--- config.mk ---
export PLATFORM = sky130hd
export DESIGN_NAME = fios_casc_3a_ctrl
export DESIGN_NICKNAME = d
export VERILOG_FILES = /design/src/rtl/fios_ctrl_pkg.sv /design/src/rtl/ctrl_delay_line.sv /design/src/rtl/fios_casc_3a_ctrl.sv
export SDC_FILE = /design/constraint.sdc
export NUM_CORES = 1
export LEC_CHECK = 0
export ABC_AREA = 1
export CORE_MARGIN = 5
export CORE_UTILIZATION = 51
export DETAILED_ROUTE_END_ITERATION = 10
export GPL_TIMING_DRIVEN = 1
export PLACE_DENSITY_LB_ADDON = 0.2
export SETUP_SLACK_MARGIN = 0.1
export SLEW_MARGIN = 5
export SYNTH_ARGS = -nofsm -noshare
export SYNTH_HDL_FRONTEND = slang
export SYNTH_SLANG_ARGS = --single-unit
--- constraint.sdc ---
create_clock -name clock_i -period 1.9 [get_ports clock_i]
set_input_delay 0.285 -clock clock_i [delete_from_list [all_inputs] [get_ports clock_i]]
set_output_delay 0.285 -clock clock_i [all_outputs]
set_load 0.05 [all_outputs]
--- src/rtl/fios_ctrl_pkg.sv ---
// Shared constants and types for the FIOS processing-element sequencer.
// Holds the DSP OPMODE encodings, the FSM state type and the per-step opcode rule.
package fios_ctrl_pkg;

    localparam logic [6:0] OP_IDLE = 7'b0000000;
    localparam logic [6:0] OP_MC   = 7'b0110101;
    localparam logic [6:0] OP_MPS  = 7'b1100101;
    localparam logic [6:0] OP_PS   = 7'b1100000;

    typedef enum logic [1:0] {
        IDLE,
        ISSUE,
        DRAIN,
        DONE
    } state_t;

    // j=0 loads M+C, the final j=S step only flushes the carry out of P
    function automatic logic [6:0] opmode_for_step(input int unsigned j, input int unsigned s);
        if (j == 0)
            return OP_MC;
        else if (j >= s)
            return OP_PS;
        else
            return OP_MPS;
    endfunction

endpackage

--- src/rtl/ctrl_delay_line.sv ---
// Fixed-depth shift register with synchronous clear, used to align control
// signals with the DSP register levels. DEPTH=0 degenerates to a wire.
module ctrl_delay_line #(
    parameter int unsigned WIDTH = 1,
    parameter int unsigned DEPTH = 1
) (
    input  logic             clk,
    input  logic             clr,
    input  logic [WIDTH-1:0] d,
    output logic [WIDTH-1:0] q
);

    generate
        if (DEPTH == 0) begin : g_wire
            logic unused_inputs;
            assign unused_inputs = clk ^ clr;
            assign q = d;
        end else begin : g_shift
            logic [WIDTH-1:0] stage_q [DEPTH];

            always_ff @(posedge clk) begin
                if (clr) begin
                    for (int unsigned k = 0; k < DEPTH; k++)
                        stage_q[k] <= '0;
                end else begin
                    stage_q[0] <= d;
                    for (int unsigned k = 1; k < DEPTH; k++)
                        stage_q[k] <= stage_q[k-1];
                end
            end

            assign q = stage_q[DEPTH-1];
        end
    endgenerate

endmodule

--- src/rtl/fios_casc_3a_ctrl.sv ---
// Sequencer for one FIOS processing element on the cascaded 17x17 DSP48E1 wrapper:
// walks (i,j), issues operand reads, aligns OPMODE/CEC and result write strobes.
module fios_casc_3a_ctrl
    import fios_ctrl_pkg::*;
#(
    parameter  int unsigned WORD_COUNT    = 8,
    parameter  int unsigned ABREG         = 1,
    parameter  int unsigned MREG          = 1,
    localparam int unsigned DSP_REG_LEVEL = 1 + ABREG + MREG,
    localparam int unsigned ADDR_W        = $clog2(WORD_COUNT + 1)
) (
    input  logic              clock_i,
    input  logic              reset_i,
    input  logic              start_i,
    output logic              busy_o,
    output logic              done_o,
    output logic              rd_en_o,
    output logic [ADDR_W-1:0] a_addr_o,
    output logic [ADDR_W-1:0] b_addr_o,
    output logic [6:0]        OPMODE_o,
    output logic              CREG_en_o,
    output logic              res_we_o,
    output logic [ADDR_W-1:0] res_addr_o
);

    localparam int unsigned       OP_DEPTH = ABREG + MREG;
    localparam int unsigned       WR_DEPTH = DSP_REG_LEVEL + 1;
    localparam logic [ADDR_W-1:0] J_LAST   = ADDR_W'(WORD_COUNT);
    localparam logic [ADDR_W-1:0] I_LAST   = ADDR_W'(WORD_COUNT - 1);

    state_t            state_q, state_d;
    logic [ADDR_W-1:0] i_q, j_q;
    logic [2:0]        drain_q;
    logic              issuing, last_step;
    logic [6:0]        step_op;
    logic              step_creg;
    logic [7:0]        op_dly;
    logic [ADDR_W:0]   wr_dly;

    assign issuing   = (state_q == ISSUE);
    assign last_step = issuing && (i_q == I_LAST) && (j_q == J_LAST);

    always_ff @(posedge clock_i) begin
        if (reset_i)
            state_q <= IDLE;
        else
            state_q <= state_d;
    end

    always_comb begin
        state_d = state_q;
        case (state_q)
            IDLE:    if (start_i) state_d = ISSUE;
            ISSUE:   if (last_step) state_d = DRAIN;
            DRAIN:   if (drain_q == '0) state_d = DONE;
            DONE:    state_d = start_i ? ISSUE : IDLE;
            default: state_d = IDLE;
        endcase
    end

    // Drain length equals the write-path depth, i.e. until the last write has left the line
    always_ff @(posedge clock_i) begin
        if (reset_i) begin
            i_q     <= '0;
            j_q     <= '0;
            drain_q <= '0;
        end else begin
            if (issuing) begin
                if (j_q == J_LAST) begin
                    j_q <= '0;
                    i_q <= last_step ? '0 : i_q + ADDR_W'(1);
                end else begin
                    j_q <= j_q + ADDR_W'(1);
                end
            end
            if (last_step)
                drain_q <= 3'(WR_DEPTH - 1);
            else if (state_q == DRAIN && drain_q != '0)
                drain_q <= drain_q - 3'd1;
        end
    end

    always_comb begin
        step_op   = OP_IDLE;
        step_creg = 1'b0;
        if (issuing) begin
            step_op   = opmode_for_step(32'(j_q), WORD_COUNT);
            step_creg = (j_q == '0);
        end
    end

    ctrl_delay_line #(.WIDTH(8), .DEPTH(OP_DEPTH)) u_op_dly (
        .clk (clock_i),
        .clr (reset_i),
        .d   ({step_op, step_creg}),
        .q   (op_dly)
    );

    ctrl_delay_line #(.WIDTH(ADDR_W + 1), .DEPTH(WR_DEPTH)) u_wr_dly (
        .clk (clock_i),
        .clr (reset_i),
        .d   ({issuing, j_q}),
        .q   (wr_dly)
    );

    assign {OPMODE_o, CREG_en_o}  = op_dly;
    assign {res_we_o, res_addr_o} = wr_dly;

    assign busy_o   = (state_q != IDLE);
    assign done_o   = (state_q == DONE);
    assign rd_en_o  = issuing;
    assign a_addr_o = i_q;
    assign b_addr_o = j_q;

endmodule

## Word level (Yosys, flattened, before mapping)

Memory sizes are Yosys's and may differ from the RTL's.
Index checks and enable logic that the tools add are counted.

| operators by class | value |
|---|---|
| add/subtract/negate cells | 3 |
| order comparisons | 1 |
| eq/ne operators | 8 |
| muxes and demuxes | 22 |
| bitwise operators | 6 |
| reduce and logical (&&, ||, !) cells | 12 |

Operators by type and width:

| cell | count |
|---|---|
| 5-bit 2-to-1 mux | 4 |
| 8-bit 2-to-1 mux | 2 |
| 7-bit 2-to-1 mux | 2 |
| 2-bit 2-to-1 mux | 5 |
| 4-bit by 1-bit adder with 4-bit output, second input constant | 2 |
| 4-bit 2-to-1 mux | 2 |
| 2-bit one-hot mux with 4 select lines | 1 |
| 1-bit bitwise OR | 6 |
| 1-bit 2-to-1 mux | 5 |
| 2-bit equality test, second input constant | 2 |
| 4-bit by 3-bit equality test with 1-bit output, second input constant | 1 |
| 4-bit equality test, second input constant | 1 |
| 4-bit greater-or-equal comparator, second input constant | 1 |
| 4-bit logical NOT | 1 |
| 2-bit inequality test, second input constant | 2 |
| 2-bit nonzero test | 2 |
| 1-bit logical AND | 3 |
| 3-bit logical NOT | 1 |
| 3-bit 2-to-1 mux | 1 |
| 3-bit AND reduction | 1 |
| 3-bit nonzero test | 1 |
| 3-bit by 1-bit subtractor with 3-bit output, second input constant | 1 |
| 2-bit by 1-bit equality test with 1-bit output, second input constant | 1 |
| 2-bit logical NOT | 1 |
| 3 further kinds | 3 |

| word-level totals | value |
|---|---|
| register bits after elaboration | 13 |
| bits in writable memories | 36 |
| bits of input ports | 3 |
| output and inout port bits | 24 |
| word-level logic and storage cells | 59 |
| memories kept | 2 |

Memories:

| name | words | bits a word | rd ports | clocked after Yosys merged registers in | wr ports | line | text |
|---|---|---|---|---|---|---|---|
| u_wr_dly.g_shift.stage_q | 4 | 5 | 4 | 0 | 4 | ctrl_delay_line.sv:19 | `logic [WIDTH-1:0] stage_q [DEPTH];` |
| u_op_dly.g_shift.stage_q | 2 | 8 | 2 | 0 | 2 | ctrl_delay_line.sv:19 |  |

## Logic depth before layout (Yosys ltp)

Gate-level depths: netlist of run 1.

| depth | value |
|---|---|
| depth in word-level cells | 5 |
| depth in mapped cells | 10 |
| mapped depth without buffers | 10 |

## Cells and area by module

A second synthesis of run 1 with hierarchy kept.

| unflattened totals | value |
|---|---|
| cells, all modules | 222 |
| area total of the unflattened synthesis | 1,863.0 um^2 |

Modules (own cells, without submodules):

| module | times used | cells each | area each (um^2) | sequential area each (um^2) |
|---|---|---|---|---|
| fios_casc_3a_ctrl | 1 | 102 | 755.7 | 260.2 |
| ctrl_delay_line at u_wr_dly | 1 | 62 | 573.0 | 400.4 |
| ctrl_delay_line at u_op_dly | 1 | 58 | 534.3 | 320.3 |

## Least setup slack after synthesis of run 1

OpenSTA, ideal clock, no wires.

| timing | value |
|---|---|
| path type | register to register |
| start point | register state_q[1] |
| end point | register state_q[0] |
| setup time | 0.115 ns |
| data arrival time | 1.691 ns |
| required time | 1.785 ns |
| path slack | 0.094 ns |
| stages on the path, launching flop included | 11 |
| buffers on the path | 1 |
| clock period less this slack | 1.806 ns |
| path through | dfxtp_1 > inv_1 > ha_1 > buf_4 > nand2_2 > nor2_4 > nand2_4 > nand2_4 > nand3_1 > nand2_1 > nor2_1 |

| between the ends | value |
|---|---|
| cells in the longest elaborated chain, start to end | 5 |
| elaborated cells on any way between the ends | 11 |
| those cells by class | 6 x eq/ne; 1 x mux; 4 x reduce/logical |

Ends and longest elaborated chain:

| element | line | text |
|---|---|---|
| from (decl) | fios_casc_3a_ctrl.sv:31 | `state_t state_q, state_d;` |
| from (signal assigned) | fios_casc_3a_ctrl.sv:47 | `state_q <= state_d;` |
| 2-bit by 1-bit equality test with 1-bit output (*) | fios_casc_3a_ctrl.sv:40 | `assign issuing = (state_q == ISSUE);` |
| named net rd_en_o | fios_casc_3a_ctrl.sv:17 | `output logic rd_en_o,` |
| 1-bit logical AND (2 in a row) | fios_casc_3a_ctrl.sv:41 | `assign last_step = issuing && (i_q == I_LAST) && (j_q == J_LAST);` |
| 2-bit by 1-bit inequality test with 1-bit output (no line) | -- |  |
| 3-bit AND reduction (no line) | -- |  |

Mark *: on every way through the listed nets, which the timed path passes. The rest lies on a longest branch.
A chain may end at the register's enable or synchronous reset.

==> summary by stage, run 1 <==
Outcome
The run finished with clean final reports.

Setup path
The critical path starts at u_op_dly.g_shift.stage_q[0][13]. The critical register-to-register path endpoint is state_q[1]. On the critical path, the stage with the largest delay is an instance of sky130_fd_sc_hd__clkdlybuf4s50_1. The critical path goes through clkdlybuf4s50_1. The longest individual stage delay on the worst path is 0.79 ns.

Data on the critical path is required at its endpoint by 1.62 ns. The data arrival time of the worst path is 1.45 ns. The kind of cell adding the most delay to the critical path is buffers and inverters. The startpoint-to-endpoint class of the critical path is flip-flop to output pin. The length in cells of the worst reg-to-reg path is 8.

The count of buffer and inverter cells on the critical path is 1. The worst-case register-to-register setup slack is 0.43 ns. STA classifies the critical path endpoint as an output pin. The critical path startpoint category is a flip-flop. In this run the critical register-to-register path is launched from state_q[0].

The maximum fanout count along the critical path is 1.

Layout
The layout overhead on the synthesized area is 19.9%. 0 antenna diodes ended up in the layout. The layout has 260 filler cells.

Of the cells placed in the final design, the portion with a size suffix greater than 1 is under 10%. The area taken by flip-flops and latches is 821 µm². The multi-input combinational cells in the finished layout cover a total of 536 µm².

The final layout contains 224 nets. In the layout the commonest cells are sky130_fd_sc_hd__dfxtp_1, sky130_fd_sc_hd__nor2_1, sky130_fd_sc_hd__inv_1, sky130_fd_sc_hd__nand2_1. Leaving out fill and tap cells, the most frequent cell in the layout is sky130_fd_sc_hd__dfxtp_1.

Synthesis
The post-synthesis cell area is 0.00157 mm². The count of state elements after synthesis is between 40 and 50. Yosys mapped the design onto 22 distinct sky130hd cell types. The warning count from the yosys run is 0. Counting every instance in the synthesized netlist gives around 190. The part of the Yosys area used for sequential elements is 52.3%. The average instance area after synthesis is 8.35 µm².

Route
After detailed routing, the average wire length per cell comes to slightly above 10 µm. The number of iterations in the first detailed-routing pass is 4. For this run, design rule violations remaining after detail routing come to 0. Using the TritonRoute via totals, the vias-per-cell ratio works out to 4.50.

The via count is 1098. The first routing iteration left 44 violations. The detail route stage leaves a number of antenna-violating nets equal to 0. Wires add up to 2.48 mm.

Hold path
The worst hold path was traced through 2 stages. The startpoint identified for the worst hold timing path is u_wr_dly.g_shift.stage_q[2][1]. The worst min-delay path endpoint is u_wr_dly.g_shift.stage_q[3][1]. The kind of path behind the tightest hold check is flip-flop to flip-flop.

Clock network
For the worst-skew pair, the clock arrives at the later sink with an insertion delay of 0.34 ns. After clock tree synthesis, the clock-pin slew on the worst setup and hold paths is 0.11 ns. The H-tree was split into 2 levels. The count of clock tree sinks is 41. The maximum buffer depth of the clock tree is 2. TritonCTS built the clock tree.

The cts-stage hold buffer count is 0. The cell at the root of the clock tree is sky130_fd_sc_hd__clkbuf_4. Counting the buffers created by CTS gives 5.

Timing
Setup repair after global routing left no endpoint under its margin. The worst slew slack as a fraction of its limit is approximately two thirds. The number of setup violations in the final report is 0. The count of endpoints failing hold in the final timing report is 0. For this run, the top clock speed supported by timing is 575 MHz. Final hold analysis gives a worst-case slack of 0.407 ns. The final number of max-transition violations is 0. The final critical-path share of the clock period is between 90% and 100%. The minimum clock period is 1.74 ns. The accumulated negative setup slack is 0 ns. The clock tree skew after final layout is around 0.0084 ns. At the pin with the least slew margin, the transition time is between 0.5 and 0.6 ns.

Place
The final HPWL from detailed placement is 1.83 mm. At the end of routability-driven placement, the weighted congestion stood at ~0.82. The number of buffers added on ports is 24.

Floorplanning
The floorplan die area is 0.00429 mm². The floorplan step defined a core boundary enclosing 0.00300 mm². Row generation in the floorplan step produced 20 rows. The I/O pin count is 27.

Measured along the x axis, the die boundary spans 65.5 µm. In this run the vertical extent of the chip is 65.5 µm. The initial cell density of the core is between 50% and 60%.

Global route
The initial antenna violation count is 0. The leftover overflow at the end of global routing is 0. Entering global routing, the biggest net connects 27 pins. Global routing used 13.3% of the available tracks across all layers.

The number of global-route vias before repair is between 1000 and 1500. The first global-routing pass estimated ~4.3 mm of wire.

Job
The tool flagged a number of max-cap violations equal to 0.

Power and ir drop
VDD sags by at most 0.593 mV. For this design the static power due to leakage is 0.964 nW. In this run the power density over the cells is 1170 mW/mm².
## worst max-delay path by stage
stage                    end  cells after the start
2_1_floorplan     state_q[0]                     10
3_3_place_gp     b_addr_o[2]                      1
3_5_place_dp     b_addr_o[2]                      1
4_1_cts            CREG_en_o                      1
5_1_grt        res_addr_o[1]                      1
6_report         OPMODE_o[4]                      1
## cell families after synthesis
kind of cell             after synthesis  share of synthesized area [%]
buffers and inverters                 50                           14.0
XOR/XNOR                               3                           1.67
flip-flops                            41                           52.3
other                                  1                          0.239
AND/OR/NAND/NOR                       68                           18.7
AO/OA/AOI/OAI                         15                           5.10
adder cells (fa/ha/maj)               10                           7.97
## what timing repair did
action                     in CTS  in global routing
setup buffers                   0                  0
gates resized for setup         7                  7
setup endpoints to repair       7                  7
## final cells by class
type | count | area share (%)
clock inverters | 1 | 0.399
repair buffers | 26 | 14.8
multi-input cells | 98 | 28.5
flip-flops and latches | 41 | 43.6
clock buffers | 6 | 2.73
well taps | 33 | 2.19
inverters | 39 | 7.78
## cells in the mapped netlist
cell,instances,area share [%]
sky130_fd_sc_hd__a21oi_1,9,2.9
sky130_fd_sc_hd__a31oi_1,2,0.80
sky130_fd_sc_hd__buf_1,1,0.24
sky130_fd_sc_hd__buf_2,1,0.32
sky130_fd_sc_hd__buf_4,8,3.8
sky130_fd_sc_hd__clkbuf_1,1,0.24
sky130_fd_sc_hd__conb_1,1,0.24
sky130_fd_sc_hd__dfxtp_1,41,52
sky130_fd_sc_hd__ha_1,10,8.0
sky130_fd_sc_hd__inv_1,38,9.1
sky130_fd_sc_hd__inv_2,1,0.24
sky130_fd_sc_hd__nand2_1,16,3.8
sky130_fd_sc_hd__nand2_2,2,0.80
sky130_fd_sc_hd__nand2_4,2,1.4
sky130_fd_sc_hd__nand3_1,2,0.64
sky130_fd_sc_hd__nor2_1,39,9.3
sky130_fd_sc_hd__nor2_2,1,0.40
sky130_fd_sc_hd__nor2_4,1,0.72
sky130_fd_sc_hd__nor3_1,5,1.6
sky130_fd_sc_hd__o21ai_0,3,0.96
sky130_fd_sc_hd__o21bai_1,1,0.48
sky130_fd_sc_hd__xor2_1,3,1.7
## flip-flops by register name, indices dropped and copies added (netlist names)
signal and cells:
u_wr_dly.g_shift.stage_q 18, u_op_dly.g_shift.stage_q 10, b_addr_o 4, state_q 2, drain_q 3, a_addr_o 4
## per-layer routing
metal	vias to the layer above	share of wire [%]	wire [µm]	track usage [%]
li1	588	-	-	-
met1	485	44	1080	14.8
met2	19	50	1250	22.4
met3	6	4.1	101	4.79
met4	0	1.9	48	6.22
met5	-	0	0	0
## through the flow
| stage | std cells | power [mW] | cell area [µm²] | setup slack [ns] | util, % |
|---|---|---|---|---|---|
| 6_report | 244 | 2.20 | 1880 | 0.160 | 62.7 |
| 5_1_grt | 244 | 2.34 | 1880 | 0.102 | 62.7 |
| 4_1_cts | 244 | 2.22 | 1860 | 0.109 | 62.1 |
| 3_5_place_dp | 237 | 1.80 | 1810 | 0.375 | 60.4 |
| 3_3_place_gp | 237 | 1.78 | 1810 | 0.394 | 60.4 |
| 2_1_floorplan | 189 | 1.57 | 1580 | 0.253 | - |
## power breakdown
group	internal [mW]	total, mW	switching (mW)
logic	0.280	0.764	0.484
clock network	0.173	0.431	0.257
registers	0.946	1.00	0.0559
total	1.40	2.20	0.797
No activity file was read; power rests on OpenSTA's default activity.
==> inputs of run 2 (changes only) <==
--- a/config.mk
+++ b/config.mk
@@ -7,12 +7,14 @@
 export LEC_CHECK = 0
 export ABC_AREA = 1
 export CORE_MARGIN = 5
-export CORE_UTILIZATION = 51
+export CORE_UTILIZATION = 53
 export DETAILED_ROUTE_END_ITERATION = 10
 export GPL_TIMING_DRIVEN = 1
 export PLACE_DENSITY_LB_ADDON = 0.2
 export SETUP_SLACK_MARGIN = 0.1
+export SKIP_LAST_GASP = 1
 export SLEW_MARGIN = 5
 export SYNTH_ARGS = -nofsm -noshare
 export SYNTH_HDL_FRONTEND = slang
+export SYNTH_HIERARCHICAL = 1
 export SYNTH_SLANG_ARGS = --single-unit
==> run 2 against run 1 <==
Net effect:
- synthesized area grew 19%
- cell area grew 16%
- setup slack gained 0.046 ns
- first-iteration DRC count grew 57%
- global-route usage shrank 1.2 points
- largest cell class unchanged
- clock skew grew 0.0089 ns
- critical endpoint is now rd_en_o
- clock-buffer cell count shrank 1
- total power grew 23%
- critical path depth grew 3
- core utilization grew 2.5 points
- hold slack lost 0.014 ns
==> summary by stage, run 2 <==
Power and ir drop
The cell leakage power is 1.12 nW (+16%). The final total power came to 2.69 mW (+23%). The worst supply voltage drop on vdd is 0.625 mV (+5.3%). The power per standard cell area is 1230 mW/mm² (+5.2%).

Floorplanning
The I/O pin count came to 27 (unchanged). The area of the core region is 0.00336 mm² (+12%). The number of core rows is 21 (+5.0%). The die boundary height is 69.3 µm (+5.8%). The die outline width is 69.3 µm (+5.8%). The floorplan die area was 0.00480 mm² (+12%). The initial cell density of the core is 55.4% (+3.1 points).

Setup path
The critical path startpoint category is a flip-flop. The depth of the critical timing path with buffers and inverters included is 4 (+3). The data arrival time of the worst path is 1.41 ns (-0.04 ns).

The worst-case register-to-register setup slack is 0.42 ns (about the same). The largest individual stage delay along the critical path comes from the cell sky130_fd_sc_hd__dfxtp_1. Traced cell by cell, the critical path runs through inv_1 > ha_2 > buf_4 > buf_12. The count of buffer and inverter cells on the critical path is 3 (+2). The length in cells of the worst reg-to-reg path is 9 (+1). The maximum fanout count along the critical path is 7 (+6). The launch point of the worst reg-to-reg path is drain_q[0]. The required arrival time at the worst endpoint is 1.62 ns (about the same).

The longest individual stage delay on the worst path was 0.36 ns (-0.43 ns). The critical path is of the flip-flop to output pin type. The critical register-to-register path endpoint is state_q[0]. On the critical path the largest part of the delay comes from buffers and inverters. STA classifies the critical path endpoint as an output pin.

Synthesis
The adder and majority gate portion of the synthesized area came to 6.72% (-1.3 points). The fraction of registers with async set/reset is 0% (unchanged). The number of enable-type register cells in the synthesized netlist is 0 (unchanged). The count of different cell masters after synthesis is 22 (unchanged).

The warning count from the yosys run is 6 (+6). The count of state elements after synthesis is 49 (+20%). The area share of the largest cell type after synthesis is 52.7% (+0.34 points).

The cell count after synthesis is 222 (+18%). The fraction of synthesized area in multiplexers came to 0% (unchanged). The most common flop cell mapped by yosys is sky130_fd_sc_hd__dfxtp_1. The part of the Yosys area used for sequential elements was 52.7% (+0.34 points).

By count the netlist is led by sky130_fd_sc_hd__inv_1, sky130_fd_sc_hd__dfxtp_1, sky130_fd_sc_hd__nor2_1, sky130_fd_sc_hd__nand2_1, sky130_fd_sc_hd__ha_1. The average instance area after synthesis is 8.39 µm² (+0.55%). The compound-cell area share of the yosys netlist is 4.30% (-0.81 points).

The most common cell in the synthesized netlist is sky130_fd_sc_hd__inv_1. The synthesized design spends more area on one cell type than any other, namely sky130_fd_sc_hd__dfxtp_1. The largest family of logic cells by synthesized area is simple AND/OR/NAND/NOR gates. The synthesized-area fraction occupied by and/or/nand/nor cells is 17.3% (-1.4 points). The post-synthesis cell area is 0.00186 mm² (+19%).

The synthesized-area fraction occupied by xor and xnor cells is 1.88% (+0.21 points). Sorting the synthesized cells by area gives the leading types as sky130_fd_sc_hd__dfxtp_1, sky130_fd_sc_hd__inv_1, sky130_fd_sc_hd__nor2_1.

Clock network
The deepest level of the CTS H-tree is 2 (unchanged). The number of CTS-inserted buffers is 5 (unchanged). TritonCTS built the clock tree. The cts-stage hold buffer count is 0 (unchanged). The count of clock tree sinks is 49 (+20%). The clock input transition at the sequential cells of the worst setup and hold paths was 0.15 ns (+0.04 ns). The number of buffers inserted by post-CTS setup repair is 0 (unchanged).

The cell at the root of the clock tree is sky130_fd_sc_hd__clkbuf_4. The maximum buffer depth of the clock tree is 2 (unchanged). The insertion delay to the later sink of the worst-skew pair came to 0.38 ns (+0.04 ns).

Timing
The highest clock frequency the design can meet is 590 MHz (+2.7%). The measured slew at the worst slew-check pin was 0.500 ns (-0.0156 ns). The minimum clock period is 1.69 ns (-0.0459 ns). The final critical-path share of the clock period was 89.1% (-2.4 points). The final number of max-transition violations is 0 (unchanged).

The count of endpoints failing hold in the final timing report is 0 (unchanged). The clock tree skew after final layout was 0.0173 ns (+0.00886 ns). The worst slew slack as a fraction of its limit is 66.6% (+1.0 points).

The setup slack of the critical path after layout is 0.206 ns (+0.0459 ns). Setup repair after global routing could not meet its margin everywhere. The accumulated negative setup slack came to 0 ns (unchanged). The number of setup violations in the final report is 0 (unchanged).

Route
The count of routing violations after the opening detailed-route iteration is 69 (+57%). The count of nets left with antenna violations after detail routing is 0 (unchanged). The remaining routing DRC violations came to 0 (unchanged). The via count is 1241 (+13%). The wire length per cell is 8.95 µm (-12%). The number of iterations in the first detailed-routing pass is 4 (unchanged). The post-detailed-routing wire length is 2.62 mm (+5.9%).

The mean number of vias per cell is 4.24 (-5.9%).

Hold path
The hold-critical path depth came to 2 (unchanged). For hold timing, the worst endpoint is u_op_dly/g_shift.stage_q[0][9]. In this run the worst hold path is classified as flip-flop to flip-flop. The critical hold path startpoint is u_op_dly/g_shift.stage_q[0][1].

Layout
In the layout the commonest cells are sky130_fd_sc_hd__inv_1, sky130_fd_sc_hd__dfxtp_1, sky130_fd_sc_hd__nor2_1, sky130_fd_sc_hd__nand2_1, sky130_fd_sc_hd__dlygate4sd2_1. The post-layout utilization of the core is 65.1% (+2.5 points). The ratio of cells with drive above 1 in the final layout is 9.31% (-0.64 points). The register ranked first by flip-flop count is u_wr_dly/g_shift.stage_q. The layout overhead on the synthesized area is 17.6%. The antenna diode instance count was 0 (unchanged). The number of nets in the finished design is 259 (+16%). The number of flip-flops under the largest register name is 20 (+2). The largest registers in the layout are u_wr_dly/g_shift.stage_q x20, u_op_dly/g_shift.stage_q x16.

The most common cell after layout, fill and taps aside is sky130_fd_sc_hd__inv_1.

Global route
The number of global-route vias before repair is 1149 (+11%). The global-route wire length before repair came to 4.64 mm (+7.5%). The total global routing track utilization is 12.1% (-1.2 points). The pin count of the biggest net entering global routing was 39 (+44%). The leftover overflow at the end of global routing was 0 (unchanged). The initial antenna violation count is 0 (unchanged).

Place
The number of buffers added on ports is 26 (+8.3%). The global placement routability congestion came to 0.781 (-4.2%). The post-placement worst setup slack is 0.368 ns (-0.00751 ns).

The final HPWL from detailed placement is 1.87 mm (+1.9%).

Outcome
The run finished with clean final reports.

Job
The number of max-cap violations is 0 (unchanged).
-- run 2: changes by cell type in the layout (fill, tap and decap cells not counted), sizes merged, moves of 3 or more --
cell / previous run / this run
dlygate4sd2: 7 / 13
dfxtp: 41 / 49
nor2: 41 / 53
inv: 39 / 56
nand2: 20 / 17
clkdlybuf4s50: 6 / 2
-- run 2: cells by family (layout without fill, tap and decap cells) --
logic type / after synthesis / count (layout)
simple gates: 76 / 76
buf+inv: 67 / 91
flops: 49 / 49
xor+xnor: 4 / 4
other cells: 1 / 2
fa+ha+maj: 10 / 10
compound gates: 15 / 15
-- run 2: metrics by stage --
step	cell area, µm²	hold slack, ns	cells
3_5_place_dp	2110	0.395	285
5_1_grt	2190	0.422	293
6_report	2190	0.394	293
2_1_floorplan	1870	0.354	223
3_3_place_gp	2110	0.388	285
4_1_cts	2170	0.408	293
-- run 2: worst reg2reg max path: stages (launching register included) --
cell and delay (ns):
sky130_fd_sc_hd__dfxtp_1 0.36, sky130_fd_sc_hd__inv_1 0.05, sky130_fd_sc_hd__ha_1 0.19, sky130_fd_sc_hd__ha_1 0.18, sky130_fd_sc_hd__inv_1 0.05, sky130_fd_sc_hd__nand2_1 0.12
sky130_fd_sc_hd__o21ai_0 0.11, sky130_fd_sc_hd__inv_1 0.10, sky130_fd_sc_hd__a21oi_1 0.16, sky130_fd_sc_hd__nor2_1 0.06
-- run 2: report_power, final --
group / total [mW] / switching [mW] / internal [mW]
Combinational: 0.863 / 0.555 / 0.308
Sequential: 1.22 / 0.0701 / 1.15
Clock: 0.611 / 0.331 / 0.280
-- run 2: worst max path at each step --
stage | start | endpoint
after floorplan | state_q[1] | state_q[0]
after global placement | b_addr_o[1] | b_addr_o[1]
final | state_q[1] | rd_en_o
after global routing | state_q[1] | rd_en_o
after CTS | u_wr_dly/g_shift.stage_q[3][3] | res_addr_o[3]
after detailed placement | b_addr_o[2] | b_addr_o[2]
-- run 2: what timing repair did --
item	in CTS	in global routing
resized for setup	13	8
pin swaps	0	0
endpoints found under the setup margin	13	8
-- run 2: per-layer routing --
layer	track usage (%)	part of all wire (%)
met1	13.7	50
met2	18.9	43
met3	6.23	4.9
met4	5.21	2.0
met5	0	0
-- run 2: layout make-up --
| type | count | area [µm²] |
|---|---|---|
| inverters | 55 | 206 |
| fillers | 318 | 1170 |
| well taps | 46 | 57.6 |
| multi-input cells | 107 | 573 |
| repair buffers | 28 | 292 |
| clock inverters | 3 | 43.8 |
| clock buffers | 5 | 37.5 |
| flip-flops and latches | 49 | 981 |
